<file path="src/rtl/mips_pkg.sv">
// Shared MIPS definitions: PC-source selects, fetch FSM states, and opcode constants.
package mips_pkg;

  localparam logic [1:0] PCSRC_NONE   = 2'b00;
  localparam logic [1:0] PCSRC_JUMP   = 2'b01;
  localparam logic [1:0] PCSRC_BRANCH = 2'b10;
  localparam logic [1:0] PCSRC_JR     = 2'b11;

  typedef enum logic [1:0] {
    S_IDLE = 2'b00,
    S_REQ  = 2'b01,
    S_HOLD = 2'b10,
    S_ERR  = 2'b11
  } fetch_state_t;

  localparam logic [5:0] OP_J     = 6'b000010;
  localparam logic [5:0] OP_JAL   = 6'b000011;
  localparam logic [5:0] FUNCT_JR = 6'b001000;

endpackage

</file>
<file path="src/rtl/next_pc_calc.sv">
// Combinational redirect target: J/JAL region jump, PC-relative branch, or register jump.
module next_pc_calc
  import mips_pkg::*;
(
  input  logic [1:0]  redirect_src,
  input  logic [31:0] redirect_pc,
  input  logic [15:0] redirect_imm16,
  input  logic [25:0] redirect_tgt26,
  input  logic [31:0] redirect_rs,
  output logic [31:0] target
);

  logic        [31:0] w_pc_plus1;
  logic signed [31:0] w_offset;

  assign w_pc_plus1 = redirect_pc + 32'd1;
  assign w_offset   = {{16{redirect_imm16[15]}}, redirect_imm16};

  always_comb begin
    target = w_pc_plus1;
    case (redirect_src)
      PCSRC_JUMP:   target = {w_pc_plus1[31:26], redirect_tgt26};
      PCSRC_BRANCH: target = w_pc_plus1 + w_offset;
      PCSRC_JR:     target = redirect_rs;
      default:      target = w_pc_plus1;
    endcase
  end

endmodule

</file>
<file path="src/rtl/pc_fetch_unit.sv">
// Instruction fetch: owns the word PC, keeps one imem request in flight, holds the
// fetched word for decode, and applies datapath redirects by squashing stale fetches.
module pc_fetch_unit
  import mips_pkg::*;
#(
  parameter logic [31:0] RESET_PC = 32'h0000_0000,
  parameter int          TIMEOUT  = 16,
  parameter int          CNT_W    = 5
) (
  input  logic        clk,
  input  logic        rst_n,
  input  logic        redirect_valid,
  input  logic [1:0]  redirect_src,
  input  logic [31:0] redirect_pc,
  input  logic [15:0] redirect_imm16,
  input  logic [25:0] redirect_tgt26,
  input  logic [31:0] redirect_rs,
  input  logic        stall,
  output logic        imem_req,
  output logic [31:0] imem_addr,
  input  logic        imem_valid,
  input  logic [31:0] imem_rdata,
  output logic        inst_valid,
  output logic [31:0] inst,
  output logic [31:0] inst_pc,
  input  logic        inst_ready,
  output logic        fetch_err
);

  fetch_state_t     r_state;
  logic [31:0]      r_pc;
  logic             r_squash;
  logic [CNT_W-1:0] r_cnt;
  logic             r_imem_req;
  logic [31:0]      r_imem_addr;
  logic             r_inst_valid;
  logic [31:0]      r_inst;
  logic [31:0]      r_inst_pc;
  logic             r_fetch_err;

  logic [31:0]      w_target;
  logic             w_redir;
  logic [31:0]      w_issue_pc;
  logic [CNT_W-1:0] w_cnt_nxt;
  logic             w_timeout;

  next_pc_calc u_next_pc (
    .redirect_src   (redirect_src),
    .redirect_pc    (redirect_pc),
    .redirect_imm16 (redirect_imm16),
    .redirect_tgt26 (redirect_tgt26),
    .redirect_rs    (redirect_rs),
    .target         (w_target)
  );

  assign w_redir    = redirect_valid && (redirect_src != PCSRC_NONE);
  // A redirect this cycle overrides the PC that would otherwise be issued.
  assign w_issue_pc = w_redir ? w_target : r_pc;
  assign w_cnt_nxt  = r_cnt + CNT_W'(1);
  assign w_timeout  = (TIMEOUT != 0) && (w_cnt_nxt == CNT_W'(TIMEOUT));

  always_ff @(posedge clk or negedge rst_n) begin
    if (!rst_n) begin
      r_state      <= S_IDLE;
      r_pc         <= RESET_PC;
      r_squash     <= 1'b0;
      r_cnt        <= '0;
      r_imem_req   <= 1'b0;
      r_imem_addr  <= RESET_PC;
      r_inst_valid <= 1'b0;
      r_inst       <= '0;
      r_inst_pc    <= '0;
      r_fetch_err  <= 1'b0;
    end else begin
      case (r_state)
        S_IDLE: begin
          if (w_redir) r_pc <= w_target;
          if (!stall) begin
            r_imem_req  <= 1'b1;
            r_imem_addr <= w_issue_pc;
            r_cnt       <= '0;
            r_state     <= S_REQ;
          end
        end
        S_REQ: begin
          if (imem_valid) begin
            r_cnt <= '0;
            if (w_redir || r_squash) begin
              // Returned word belongs to a squashed path: drop it and refetch.
              r_squash <= 1'b0;
              if (w_redir) r_pc <= w_target;
              if (!stall) begin
                r_imem_addr <= w_issue_pc;
              end else begin
                r_imem_req <= 1'b0;
                r_state    <= S_IDLE;
              end
            end else begin
              r_imem_req   <= 1'b0;
              r_inst       <= imem_rdata;
              r_inst_pc    <= r_imem_addr;
              r_inst_valid <= 1'b1;
              r_pc         <= r_pc + 32'd1;
              r_state      <= S_HOLD;
            end
          end else if (w_timeout) begin
            r_imem_req   <= 1'b0;
            r_inst_valid <= 1'b0;
            r_fetch_err  <= 1'b1;
            r_state      <= S_ERR;
          end else begin
            r_cnt <= w_cnt_nxt;
            if (w_redir) begin
              r_pc     <= w_target;
              r_squash <= 1'b1;
            end
          end
        end
        S_HOLD: begin
          if (w_redir || inst_ready) begin
            r_inst_valid <= 1'b0;
            if (w_redir) r_pc <= w_target;
            if (!stall) begin
              r_imem_req  <= 1'b1;
              r_imem_addr <= w_issue_pc;
              r_cnt       <= '0;
              r_state     <= S_REQ;
            end else begin
              r_state <= S_IDLE;
            end
          end
        end
        S_ERR: begin
          r_imem_req   <= 1'b0;
          r_inst_valid <= 1'b0;
          r_fetch_err  <= 1'b1;
        end
        default: r_state <= S_IDLE;
      endcase
    end
  end

  assign imem_req   = r_imem_req;
  assign imem_addr  = r_imem_addr;
  assign inst_valid = r_inst_valid;
  assign inst       = r_inst;
  assign inst_pc    = r_inst_pc;
  assign fetch_err  = r_fetch_err;

endmodule
</file>
<file path="config.mk">
export PLATFORM = sky130hd
export DESIGN_NAME = pc_fetch_unit
export DESIGN_NICKNAME = d
export VERILOG_FILES = /design/src/rtl/mips_pkg.sv /design/src/rtl/next_pc_calc.sv /design/src/rtl/pc_fetch_unit.sv
export SDC_FILE = /design/constraint.sdc
export NUM_CORES = 1
export LEC_CHECK = 0
export ABC_CLOCK_PERIOD_IN_PS = 3000
export BUFFER_PORTS_ARGS = -buffer_cell sky130_fd_sc_hd__buf_2
export CORE_ASPECT_RATIO = 0.7
export CORE_MARGIN = 1
export CORE_UTILIZATION = 25
export CTS_CLUSTER_SIZE = 20
export DETAILED_ROUTE_END_ITERATION = 7
export GPL_ROUTABILITY_DRIVEN = 1
export GPL_TIMING_DRIVEN = 0
export PLACE_DENSITY = 0.48
export SLEW_MARGIN = 10
export SYNTH_ARGS = -nofsm -noshare
export SYNTH_HDL_FRONTEND = slang
export SYNTH_SLANG_ARGS = --single-unit
</file>
<file path="constraint.sdc">
create_clock -name clk -period 3 [get_ports clk]
set_input_delay 0.6 -clock clk [delete_from_list [all_inputs] [get_ports clk]]
set_output_delay 0.6 -clock clk [all_outputs]
set_load 0.01 [all_outputs]
</file>
### After elaboration in Yosys (flattened, before gate mapping)

Cells that the tools add are included.

* flip-flop bits (word level): 139
* input port bits: 146

* equality and inequality tests: 19
* mux-type cells: 43
* reduce and logical (&&, ||, !) cells: 17
* bitwise logic cells: 1
* $add $sub $neg: 4

Operators with widths (count)
* $mux 32: 9
* $pmux 32 s3: 3
* $add 32x1->32 const B: 2
* $add 32x32->32: 1
* $mux 5: 4
* $mux 1: 16
* $pmux 5 s3: 1
* $ne 2x2->1 const B: 7
* $mux 2: 6
* $reduce_and 3->1: 4
* $reduce_and 4->1: 3
* $ne 3x3->1 const B: 3
* $eq 2x2->1 const B: 4
* $pmux 2 s3: 1
* $reduce_bool 2->1: 3
* $reduce_bool 3->1: 2
* $add 5x1->5 const B: 1
* $eq 5x5->1 const B: 1
* $reduce_and 5->1: 1
* $eq 2x1->1 const B: 2
* $ne 4x4->1 const B: 1
* $pmux 1 s4: 1
* $pmux 1 s3: 1
* $logic_not 2->1: 1
* other kinds (5): 6

### Longest topological paths before layout

Gate-level depths: netlist of run 1.

* depth after elaboration: 8
* gate-level depth with buffers: 16
* depth with buffers taken out: 15

### Hierarchy

A second synthesis of run 1 with hierarchy kept.

* cell total of the unflattened synthesis: 1165
* area total of the unflattened synthesis: 9770.6 um^2

By module, submodules not included
* pc_fetch_unit: times used 1, cells each 781, sequential area each 3478.3 um^2, area an instance 6740.2 um^2
* next_pc_calc: times used 1, cells each 384, sequential area each 0.0 um^2, area an instance 3030.4 um^2

### Worst setup path after synthesis of run 1

No wires, ideal clock.

* path kind: input to register
* start: in redirect_pc[3]
* end: reg r_imem_addr[30] (netlist: imem_addr[30])
* setup time: 0.076 ns
* slack: -0.825 ns
* path buffers: 2
* arrival time: 3.748 ns
* stages on the path: 16
* cells stage by stage: and4_1 > and4_1 > clkbuf_1 > and2_1 > clkbuf_1 > nand4_1 > xnor2_1 > ha_1 > a21oi_1 > o21ai_0 > a21o_1 > a21o_1 > a221o_1 > or3_1 > a31o_2 > o21ai_1

* cells in the longest elaborated chain, start to end: 8
* elaborated cells between the ends (all ways): 9
* those cells by class: 2 x add/sub; 7 x mux

RTL lines
* start: declaration: RTL line pc_fetch_unit.sv:14 `input logic [31:0] redirect_pc,`
* $add 32x1->32 *: RTL line next_pc_calc.sv:16 `assign w_pc_plus1 = redirect_pc + 32'd1;`
* $add 32x32->32: RTL line next_pc_calc.sv:23 `PCSRC_BRANCH: target = w_pc_plus1 + w_offset;`
* $pmux 32 s3 *: RTL line next_pc_calc.sv:21 `case (redirect_src)`
* $mux 32 *
* $mux 32 *: RTL line pc_fetch_unit.sv:78, pc_fetch_unit.sv:92, pc_fetch_unit.sv:123
* $mux 32: RTL line pc_fetch_unit.sv:88 `if (w_redir || r_squash) begin`
* $mux 32: RTL line pc_fetch_unit.sv:86 `if (imem_valid) begin`
* $pmux 32 s3 *: RTL line pc_fetch_unit.sv:75 `case (r_state)`
* end signal: assignment: RTL line pc_fetch_unit.sv:80 `r_imem_addr <= w_issue_pc;`
* end signal: assignment: RTL line pc_fetch_unit.sv:93 `r_imem_addr <= w_issue_pc;`
* end signal: assignment: RTL line pc_fetch_unit.sv:125 `r_imem_addr <= w_issue_pc;`
* end: declaration: RTL line pc_fetch_unit.sv:35 `logic [31:0] r_imem_addr;`

Mark *: on every way between the ends. The rest lies on a longest branch, timed or not. The select of a mux whose other input is x is not followed.
A chain may end at the register's enable or synchronous reset.

### Worst setup path after layout of run 1

* start: in redirect_pc[2]
* end: reg r_imem_addr[30] (netlist: imem_addr[30])

Same word-level chain as after synthesis.

==> results of run 1 <==
## layer usage
| metal | global-route usage [%] | part of all wire (%) |
|---|---|---|
| met1 | 30.01 | 50 |
| met3 | 4.220 | 5.8 |
| met2 | 28.96 | 43 |
| met5 | 0 | 0 |
| met4 | 5.518 | 1.7 |
## cell families after synthesis
family                     Yosys count
adders and majority gates           45
buffers and inverters               88
and+or+nand+nor                    588
xor gates and xnor gates            51
muxes                               20
DFF                                139
AOI/OAI and AO/OA                  318
## sequential cells by signal, indices dropped and copies added, names as in the netlist
register,flops
r_pc,32
inst_pc,32
fetch_err,1
imem_req,1
r_cnt,5
imem_addr,32
r_state,2
r_squash,1
inst,32
inst_valid,1
## power by group through the flow
stage | clock (mW) | combinational [mW] | sequential [mW]
after global routing | 2.31 | 5.10 | 3.62
after floorplan | 0 | 2.27 | 3.60
after detailed placement | 0 | 4.25 | 3.51
after CTS | 2.22 | 4.47 | 3.49
after global placement | 0 | 4.19 | 3.49
final | 2.16 | 4.61 | 3.48
## per-stage QoR
step | std cells | area (um^2)
3_3_place_gp | 2017 | 11780
5_1_grt | 2102 | 13620
6_report | 2102 | 13620
3_5_place_dp | 2018 | 11820
4_1_cts | 2081 | 13130
2_1_floorplan | 1249 | 9913
## cells in the final DEF, fill, tap and decap left out, types with 15 or more instances in the layout
cell and n:
o21ai_0 67, inv_1 22, o21ai_1 18, a21oi_1 69, buf_2 236, nor2_1 70
a21oi_2 15, nand2_1 340, ha_1 28, clkbuf_16 17, clkbuf_1 39, nor3_1 18
xnor2_1 30, nand4_1 20, dfrtp_1 139, buf_4 48, nand3_1 44
## final cells by class
type / instances / area share (%)
repair buffers: 294 / 12.69
clock inverters: 15 / 1.130
inverters: 23 / 0.6525
flip-flops and latches: 139 / 25.55
multi-input cells: 1022 / 49.58
well taps: 527 / 4.843
plain buffers: 65 / 2.435
clock buffers: 17 / 3.124
## path summary, 6_finish.rpt
check                           endpoint  slack, ns
min in group clk                inst[31]       0.34
max in group asynchronous     inst_pc[5]       2.08
min reg2reg                   inst_pc[1]       0.47
max reg2reg                     r_pc[24]       0.05
min                             imem_req       0.10
max                        imem_addr[30]      -0.53
## timing repair
| item | 4_1_cts | 5_1_grt |
|---|---|---|
| resized for setup | 101 | 73 |
| buffers inserted | 32 | 22 |
| endpoints found under the setup margin | 108 | 114 |
| pin swaps | 43 | 64 |
| endpoints found under the hold margin | 0 | 0 |
==> results.py, run 1 <==
metrics = {
    "detailed_routing": {
        "routed_via_density": 5.049,
        "ant_nets": 0,
        "drc": 0,
        "drt-initial-drc-count": 746,
        "wirelength_um": 40360,
        "vias": 10610,
        "firstDrtPassIters": 5,
        "detail_route.wl_per_cell_um": 19.20,
    },
    "timing": {
        "rsz0062_at_grt": "yes",
        "holdWs_ns": 0.1022,
        "setup-violations-final": 39,
        "slew_viol_final": 0,
        "slew_headroom_pct": 30.57,
        "min_period_ns": 3.535,
        "worst_pin_slew_ns": 1.041,
        "layout_worst_path_cycle_share_pct": 117.8,
        "finClkSkew_ns": 0.01719,
        "max_freq_mhz": 282.9,
        "finalSetupTns_ns": -12.69,
        "layout_setup_ws_ns": -0.5346,
        "hold_violations": 0,
    },
    "synthesis": {
        "synthAdderAreaFrac_pct": 5.843,
        "muxShareOfSynthArea_pct": 2.127,
        "synth_area_leaders": "dfrtp_1, nand2_1, ha_1",
        "yosysWarningCount": 0,
        "synth_nets": 1440,
        "synth_top_cell_area_share_pct": 35.62,
        "synthCells": 1249,
        "synth_top_family_by_area": "simple AND/OR/NAND/NOR gates",
        "synth_compound_area_share_pct": 20.96,
        "async_flop_share_pct": 100.0,
        "ys.flop_type": "dfrtp_1",
        "yosys.area_share.simple_pct": 26.91,
        "synth_common_cells": "nand2_1, dfrtp_1, o21ai_0",
        "yosysSeqAreaShare_pct": 35.62,
        "ys_types": 82,
        "ys_ff_latch": 139,
        "syn_area_um2": 9764,
        "yosysTopAreaCell": "dfrtp_1",
        "syn_area_per_cell_um2": 7.818,
        "yosysMostFrequentCell": "nand2_1",
        "synth-xor-area-share_pct": 4.575,
        "synth_edf_count": 0,
    },
    "status": {
        "status": "finished with violations",
        "violations": "setup timing",
    },
    "place": {
        "pre_cts_ws_ns": -1.363,
        "routabilityCongestion": 0.8788,
        "io_buffers": 241,
        "dp_hpwl_um": 31020,
    },
    "critical_path": {
        "slowest_delay_ns": 0.41,
        "ff2ff_path_depth": 9,
        "crit_buf_inv": 3,
        "path_depth": 17,
        "crit_chain": "buf_8 > and4_4 > and3_4 > buf_12 > nand3_4 > nor3_4 > buf_4 > xor2_1 > ha_2 > and4_4 > and3_4 > a32o_2 > a2111oi_4 > a211oi_2 > or3_4 > a31o_4 > o21ai_2",
        "critPathRequiredTime_ns": 3.36,
        "critPathMaxFanout": 5,
        "cp.arrival_ns": 3.90,
        "cp-start-kind": "input port",
        "crit_family": "simple AND/OR/NAND/NOR gates",
        "r2r_start": "r_pc[0]",
        "cpMaxStageDelayCell": "or3_4",
        "startpoint": "redirect_pc[2]",
        "worstSetupPathType": "in2reg",
        "endpoint_kind": "flop",
    },
    "clock_tree": {
        "clk_pin_slew_ns": 0.06,
        "cts_htree_levels": 4,
        "cts_sinks": 139,
        "tritoncts": "done",
        "cts_made_buffers": 17,
        "hold_buffers": 0,
        "worstSkewPairLatency_ns": 0.45,
        "clockRootBuffer": "clkbuf_16",
        "clockBufferDepth": 2,
    },
    "final_layout": {
        "antennaDiodeCount": 0,
        "syn2layout_area_growth_pct": 39.44,
        "multiInputGateArea_um2": 6750,
        "final_util_pct": 35.42,
        "nets": 1753,
        "nFillCells": 4096,
        "ff_latch_area_um2": 3478,
        "layout-drive-gt1-share_pct": 31.81,
    },
    "pwr": {
        "comb_power_share_pct": 45.0,
        "leakagePower_nw": 6.147,
        "power_frac_seq_pct": 33.9,
        "intPower_mw": 5.720,
        "powerDensity_nw_per_um2": 753.4,
        "p_sw_mw": 4.538,
        "clkPwrFrac_pct": 21.1,
        "ir_worst_vdd_mv": 0.4184,
        "finalPower_mw": 10.26,
        "p_sw_share_pct": 44.24,
    },
    "floorplanning": {
        "ioPinCount": 245,
        "start_util_pct": 25.40,
        "dieArea_um2": 39860,
        "core_area_um2": 38440,
        "die_h_um": 167.4,
        "rows": 60,
        "fp.dieW_um": 238.2,
    },
    "global_routing": {
        "grt_usage_pct": 20.15,
        "grt_max_degree": 79,
        "grt_pass1_vias": 10020,
        "grt_overflow": 0,
        "grt_antenna_before_repair": 0,
        "grt_pass1_wl_um": 61070,
    },
    "hold_path": {
        "hold_path_class": "in2async",
    },
    "run": {
        "max_cap_violations": 0,
    },
}
No activity file was read; power rests on OpenSTA's default activity.
==> run 2: changes to the inputs <==
Settings changed: CORE_ASPECT_RATIO 0.7 to default.
==> results.py, run 2 (synthesis gave the netlist of run 1 again) <==
metrics = {
    "detailed_routing": {
        "firstDrtPassIters": 5,
        "wirelength_um": 39660,
        "ant_nets": 0,
        "routed_via_density": 4.973,
        "vias": 10430,
        "drc": 0,
        "detail_route.wl_per_cell_um": 18.90,
        "drt-initial-drc-count": 642,
    },
    "timing": {
        "max_freq_mhz": 280.8,
        "finClkSkew_ns": 0.009384,
        "rsz0062_at_grt": "yes",
        "worst_pin_slew_ns": 0.8285,
        "setup-violations-final": 40,
        "slew_viol_final": 0,
        "min_period_ns": 3.561,
        "slew_headroom_pct": 44.56,
        "layout_setup_ws_ns": -0.5612,
        "holdWs_ns": 0.07951,
        "hold_violations": 0,
        "layout_worst_path_cycle_share_pct": 118.7,
    },
    "final_layout": {
        "syn2layout_area_growth_pct": 42.96,
        "nets": 1758,
        "finalInstanceArea_um2": 13960,
        "layout_commonest_cell": "nand2_1",
        "layout-drive-gt1-share_pct": 33.80,
        "final_util_pct": 36.21,
        "layout_common_cells": "nand2_1, buf_2, dfrtp_1, nor2_1, o21ai_0",
        "antennaDiodeCount": 0,
    },
    "pwr": {
        "p_sw_share_pct": 42.17,
        "comb_power_share_pct": 44.8,
        "intPower_mw": 6.017,
        "power_frac_seq_pct": 33.3,
        "powerDensity_nw_per_um2": 745.3,
        "clkPwrFrac_pct": 21.8,
        "ir_worst_vdd_mv": 0.3133,
        "p_sw_mw": 4.387,
        "leakagePower_nw": 6.257,
    },
    "critical_path": {
        "reg2reg_to": "r_pc[28]",
        "slowest_delay_ns": 0.37,
        "cpMaxStageDelayCell": "ha_2",
        "cp-start-kind": "input port",
        "critPathRequiredTime_ns": 3.30,
        "crit_chain": "buf_6 > and4_4 > and4_4 > buf_8 > nand3_4 > nor2_2 > xor2_2 > ha_2 > a21oi_2 > o21bai_4 > a32o_2 > a2111oi_4 > buf_4 > a211oi_2 > o21a_1 > nor3_4 > o21ai_1",
        "ff2ff_path_depth": 9,
        "cp.arrival_ns": 3.86,
        "r2r_slack_ns": 0.19,
        "endpoint_kind": "flop",
        "critPathMaxFanout": 5,
        "r2r_start": "r_pc[0]",
        "critical_path.most_common_cell": "and4_4",
        "worstSetupPathType": "in2reg",
    },
    "status": {
        "status": "finished with violations",
        "violations": "setup timing",
    },
    "place": {
        "dpl-instance-area_um2": 11810,
        "dp_hpwl_um": 30350,
        "pre_cts_ws_ns": -1.312,
        "routabilityCongestion": 0.8807,
        "io_buffers": 241,
    },
    "clock_tree": {
        "clockBufferDepth": 2,
        "cts_sinks": 139,
        "cts_htree_levels": 4,
        "cts_made_buffers": 17,
        "clockRootBuffer": "clkbuf_16",
        "hold_buffers": 0,
        "worstSkewPairLatency_ns": 0.43,
        "tritoncts": "done",
        "clk_pin_slew_ns": 0.06,
    },
    "floorplanning": {
        "core_area_um2": 38560,
        "fp.dieW_um": 199.6,
        "rows": 72,
        "start_util_pct": 25.32,
        "die_h_um": 199.6,
        "dieArea_um2": 39850,
        "ioPinCount": 245,
    },
    "global_routing": {
        "grt-busiest-layer": "met2",
        "grt_antenna_before_repair": 0,
        "grt_usage_pct": 19.55,
        "grtUsageMet3_pct": 3.342,
        "grt_max_degree": 84,
        "grt_pass1_vias": 9836,
        "grt_pass1_wl_um": 58680,
        "grt_overflow": 0,
        "grt.met2_usage_pct": 30.90,
        "gr-usage-met1_pct": 26.81,
    },
    "hold_path": {
        "hold_path_class": "in2async",
    },
    "run": {
        "max_cap_violations": 0,
    },
}
run 2: metrics by stage:
step,total power [mW],TNS [ns],instances
finish,10.40,-14.14,2098
global placement,7.676,-204.97,2008
detailed placement,7.729,-81.16,2009
global route,11.23,-18.10,2098
CTS,10.29,-13.91,2077
floorplan,5.869,-9.991,1249
run 2: power by group through the flow:
stage | registers [mW] | logic [mW] | clock network, mW
2_1_floorplan | 3.60 | 2.27 | 0
3_3_place_gp | 3.48 | 4.20 | 0
3_5_place_dp | 3.51 | 4.22 | 0
4_1_cts | 3.48 | 4.48 | 2.33
5_1_grt | 3.62 | 5.21 | 2.40
6_report | 3.47 | 4.67 | 2.27
run 2: per-layer routing:
metal | wire length, um | vias up
met5 | 0 | -
met4 | 875 | 0
met1 | 18450 | 4911
li1 | - | 5070
met2 | 17790 | 404
met3 | 2547 | 48
run 2: how the worst max path moves through the flow:
stage	from	endpoint	depth (start not counted)
after floorplan	redirect_pc[4]	imem_addr[30]	15
after global placement	redirect_pc[9]	imem_addr[31]	15
after detailed placement	redirect_pc[9]	imem_addr[31]	15
after CTS	redirect_pc[4]	imem_addr[30]	16
after global routing	redirect_pc[4]	imem_addr[25]	17
final	redirect_pc[4]	imem_addr[26]	17
run 2: area by class of cell:
type / count / area, um^2
clock inverters: 12 / 170.2
multi-input cells: 1022 / 7004
plain buffers: 63 / 311.5
inverters: 23 / 86.33
flip-flops and latches: 139 / 3478
repair buffers: 301 / 1804
well taps: 518 / 648.1
clock buffers: 20 / 456.7
fillers: 4054 / 24600
run 2: timing repair:
action | 4_1_cts | 5_1_grt
setup buffers | 38 | 23
setup endpoints to repair | 103 | 112
pin swaps | 80 | 86
resized for setup | 107 | 109
run 2: worst max-delay path: cells and delay by family:
kind / cells / cell delay (ns)
xor+xnor: 1 / 0.25
compound gates: 7 / 1.26
fa+ha+maj: 1 / 0.37
simple gates: 5 / 1.00
buf+inv: 3 / 0.37
==> run 3: changes to the inputs <==
Settings changed: PLACE_DENSITY 0.48 to default, PLACE_DENSITY_LB_ADDON from default to 0.15.
==> results.py, run 3 (synthesis gave the netlist of run 1 again) <==
metrics = {
    "clock_tree": {
        "clk_pin_slew_ns": 0.06,
        "cts_sinks": 139,
        "hold_buffers": 0,
        "clockRootBuffer": "clkbuf_16",
        "cts_made_buffers": 17,
        "cts_htree_levels": 4,
        "worstSkewPairLatency_ns": 0.43,
        "tritoncts": "done",
        "clockBufferDepth": 2,
    },
    "global_routing": {
        "grt_usage_pct": 19.70,
        "grt_pass1_wl_um": 58950,
        "grt_antenna_before_repair": 0,
        "grt_max_degree": 74,
        "grt_pass1_vias": 9729,
        "grt_overflow": 0,
    },
    "floorplanning": {
        "rows": 72,
        "start_util_pct": 25.32,
        "core_area_um2": 38560,
        "fp.dieW_um": 199.6,
        "die_h_um": 199.6,
        "ioPinCount": 245,
        "dieArea_um2": 39850,
    },
    "critical_path": {
        "worstSetupPathType": "in2reg",
        "slowest_delay_ns": 0.42,
        "cp-start-kind": "input port",
        "critPathRequiredTime_ns": 3.35,
        "critical_path.most_common_cell": "and4_4",
        "critPathMaxFanout": 4,
        "crit_buf_inv": 2,
        "crit_family": "simple AND/OR/NAND/NOR gates",
        "endpoint_kind": "flop",
        "cp.arrival_ns": 3.92,
        "crit_chain": "buf_6 > and4_4 > and4_4 > buf_8 > nand3_4 > nor3_2 > xor2_1 > ha_1 > and4_4 > and3_4 > a32o_2 > a2111oi_4 > a211oi_2 > or3_4 > a31o_4 > o21ai_2",
        "cpMaxStageDelayCell": "or3_4",
    },
    "final_layout": {
        "nets": 1745,
        "nFillCells": 4152,
        "layout_common_cells": "nand2_1, buf_2, dfrtp_1, o21ai_0, nor2_1",
        "layout_commonest_cell": "nand2_1",
        "layout-drive-gt1-share_pct": 33.01,
        "syn2layout_area_growth_pct": 40.97,
        "antennaDiodeCount": 0,
        "final_util_pct": 35.70,
    },
    "timing": {
        "slew_viol_final": 0,
        "finalSetupTns_ns": -13.32,
        "min_period_ns": 3.576,
        "rsz0062_at_grt": "yes",
        "layout_worst_path_cycle_share_pct": 119.2,
        "finClkSkew_ns": 0.008908,
        "max_freq_mhz": 279.6,
        "layout_setup_ws_ns": -0.5763,
        "hold_violations": 0,
        "setup-violations-final": 38,
        "slew_headroom_pct": 16.11,
        "worst_pin_slew_ns": 1.258,
    },
    "detailed_routing": {
        "drt-initial-drc-count": 660,
        "wirelength_um": 40160,
        "ant_nets": 0,
        "vias": 10450,
        "firstDrtPassIters": 5,
        "routed_via_density": 5.012,
        "detail_route.wl_per_cell_um": 19.27,
        "drc": 0,
    },
    "pwr": {
        "leakagePower_nw": 6.141,
        "finalPower_mw": 10.33,
        "ir_worst_vdd_mv": 0.3068,
        "powerDensity_nw_per_um2": 750.7,
    },
    "place": {
        "dp_hpwl_um": 30980,
        "routabilityCongestion": 0.8827,
        "io_buffers": 241,
    },
    "hold_path": {
        "hold_path_class": "in2async",
    },
    "status": {
        "violations": "setup timing",
        "status": "finished with violations",
    },
    "run": {
        "max_cap_violations": 0,
    },
}
-- run 3: cell types whose count changed in the layout (fill, tap and decap cells not counted), sizes merged --
cell      previous run  this run
buf                320       306
clkbuf              64        68
clkinv               4         3
clkinvlp             4         1
-- run 3: worst paths after layout --
path / startpoint / to / slack, ns / depth (start not counted)
max: redirect_pc[4] / imem_addr[30] / -0.58 / 16
min: rst_n / inst_pc[28] / 0.14 / 1
max reg2reg: r_pc[0] / r_pc[24] / 0.09 / 9
min reg2reg: inst_pc[1] / inst_pc[1] / 0.47 / 2
max in group asynchronous: rst_n / imem_addr[15] / 2.07 / 2
min in group clk: imem_rdata[9] / inst[9] / 0.36 / 3
-- run 3: stage by stage --
step	setup slack, ns	cell area (um^2)	std cells	hold slack, ns
after global routing	-0.6536	13760	2084	0.1763
after detailed placement	-1.308	11810	2009	0.4565
after floorplan	-0.5704	9913	1249	0.3044
after CTS	-0.5189	13130	2067	0.1721
final	-0.5763	13760	2084	0.1432
after global placement	-1.317	11770	2008	0.4538
-- run 3: cell type report --
class / count / area, um^2 / area share, %
Clock inverter: 8 / 142.6 / 1.036
Timing Repair Buffer: 289 / 1682 / 12.22
Inverter: 23 / 91.34 / 0.6636
Sequential cell: 139 / 3478 / 25.27
Buffer: 62 / 297.8 / 2.163
Multi-Input combinational cell: 1022 / 6967 / 50.61
Tap cell: 518 / 648.1 / 4.709
Clock buffer: 23 / 457.9 / 3.327
-- run 3: worst reg2reg max path, cell delays in order (launching register included) --
cell,delay [ns]
dfrtp_1,0.45
ha_1,0.25
nand3_1,0.20
nor3_2,0.56
nand2b_4,0.15
nor3_1,0.47
nand3_1,0.15
mux2_2,0.29
o221ai_1,0.18
a31oi_1,0.06
-- run 3: where the power goes --
| group | switching (mW) | total (mW) | internal [mW] | leakage, nW |
|---|---|---|---|---|
| sequential | 0.735 | 3.47 | 2.73 | 1.69 |
| clock | 0.811 | 2.22 | 1.40 | 0.291 |
| combinational | 2.82 | 4.65 | 1.83 | 4.16 |
| total | 4.37 | 10.3 | 5.97 | 6.14 |
-- run 3: timing repair --
action,4_1_cts,5_1_grt
buffers inserted,27,21
pin swaps,58,58
endpoints found under the setup margin,106,114
resized for setup,105,110
cloned,0,0
endpoints found under the hold margin,0,0
-- run 3: metal layers --
| metal | wire (um) | vias up | part of all wire [%] | track usage [%] |
|---|---|---|---|---|
| li1 | - | 5034 | - | - |
| met1 | 19090 | 5024 | 48 | 27.81 |
| met2 | 18190 | 350 | 45 | 31.30 |
| met3 | 2114 | 37 | 5.3 | 2.684 |
| met4 | 759 | 0 | 1.9 | 5.089 |
| met5 | 0 | - | 0 | 0 |
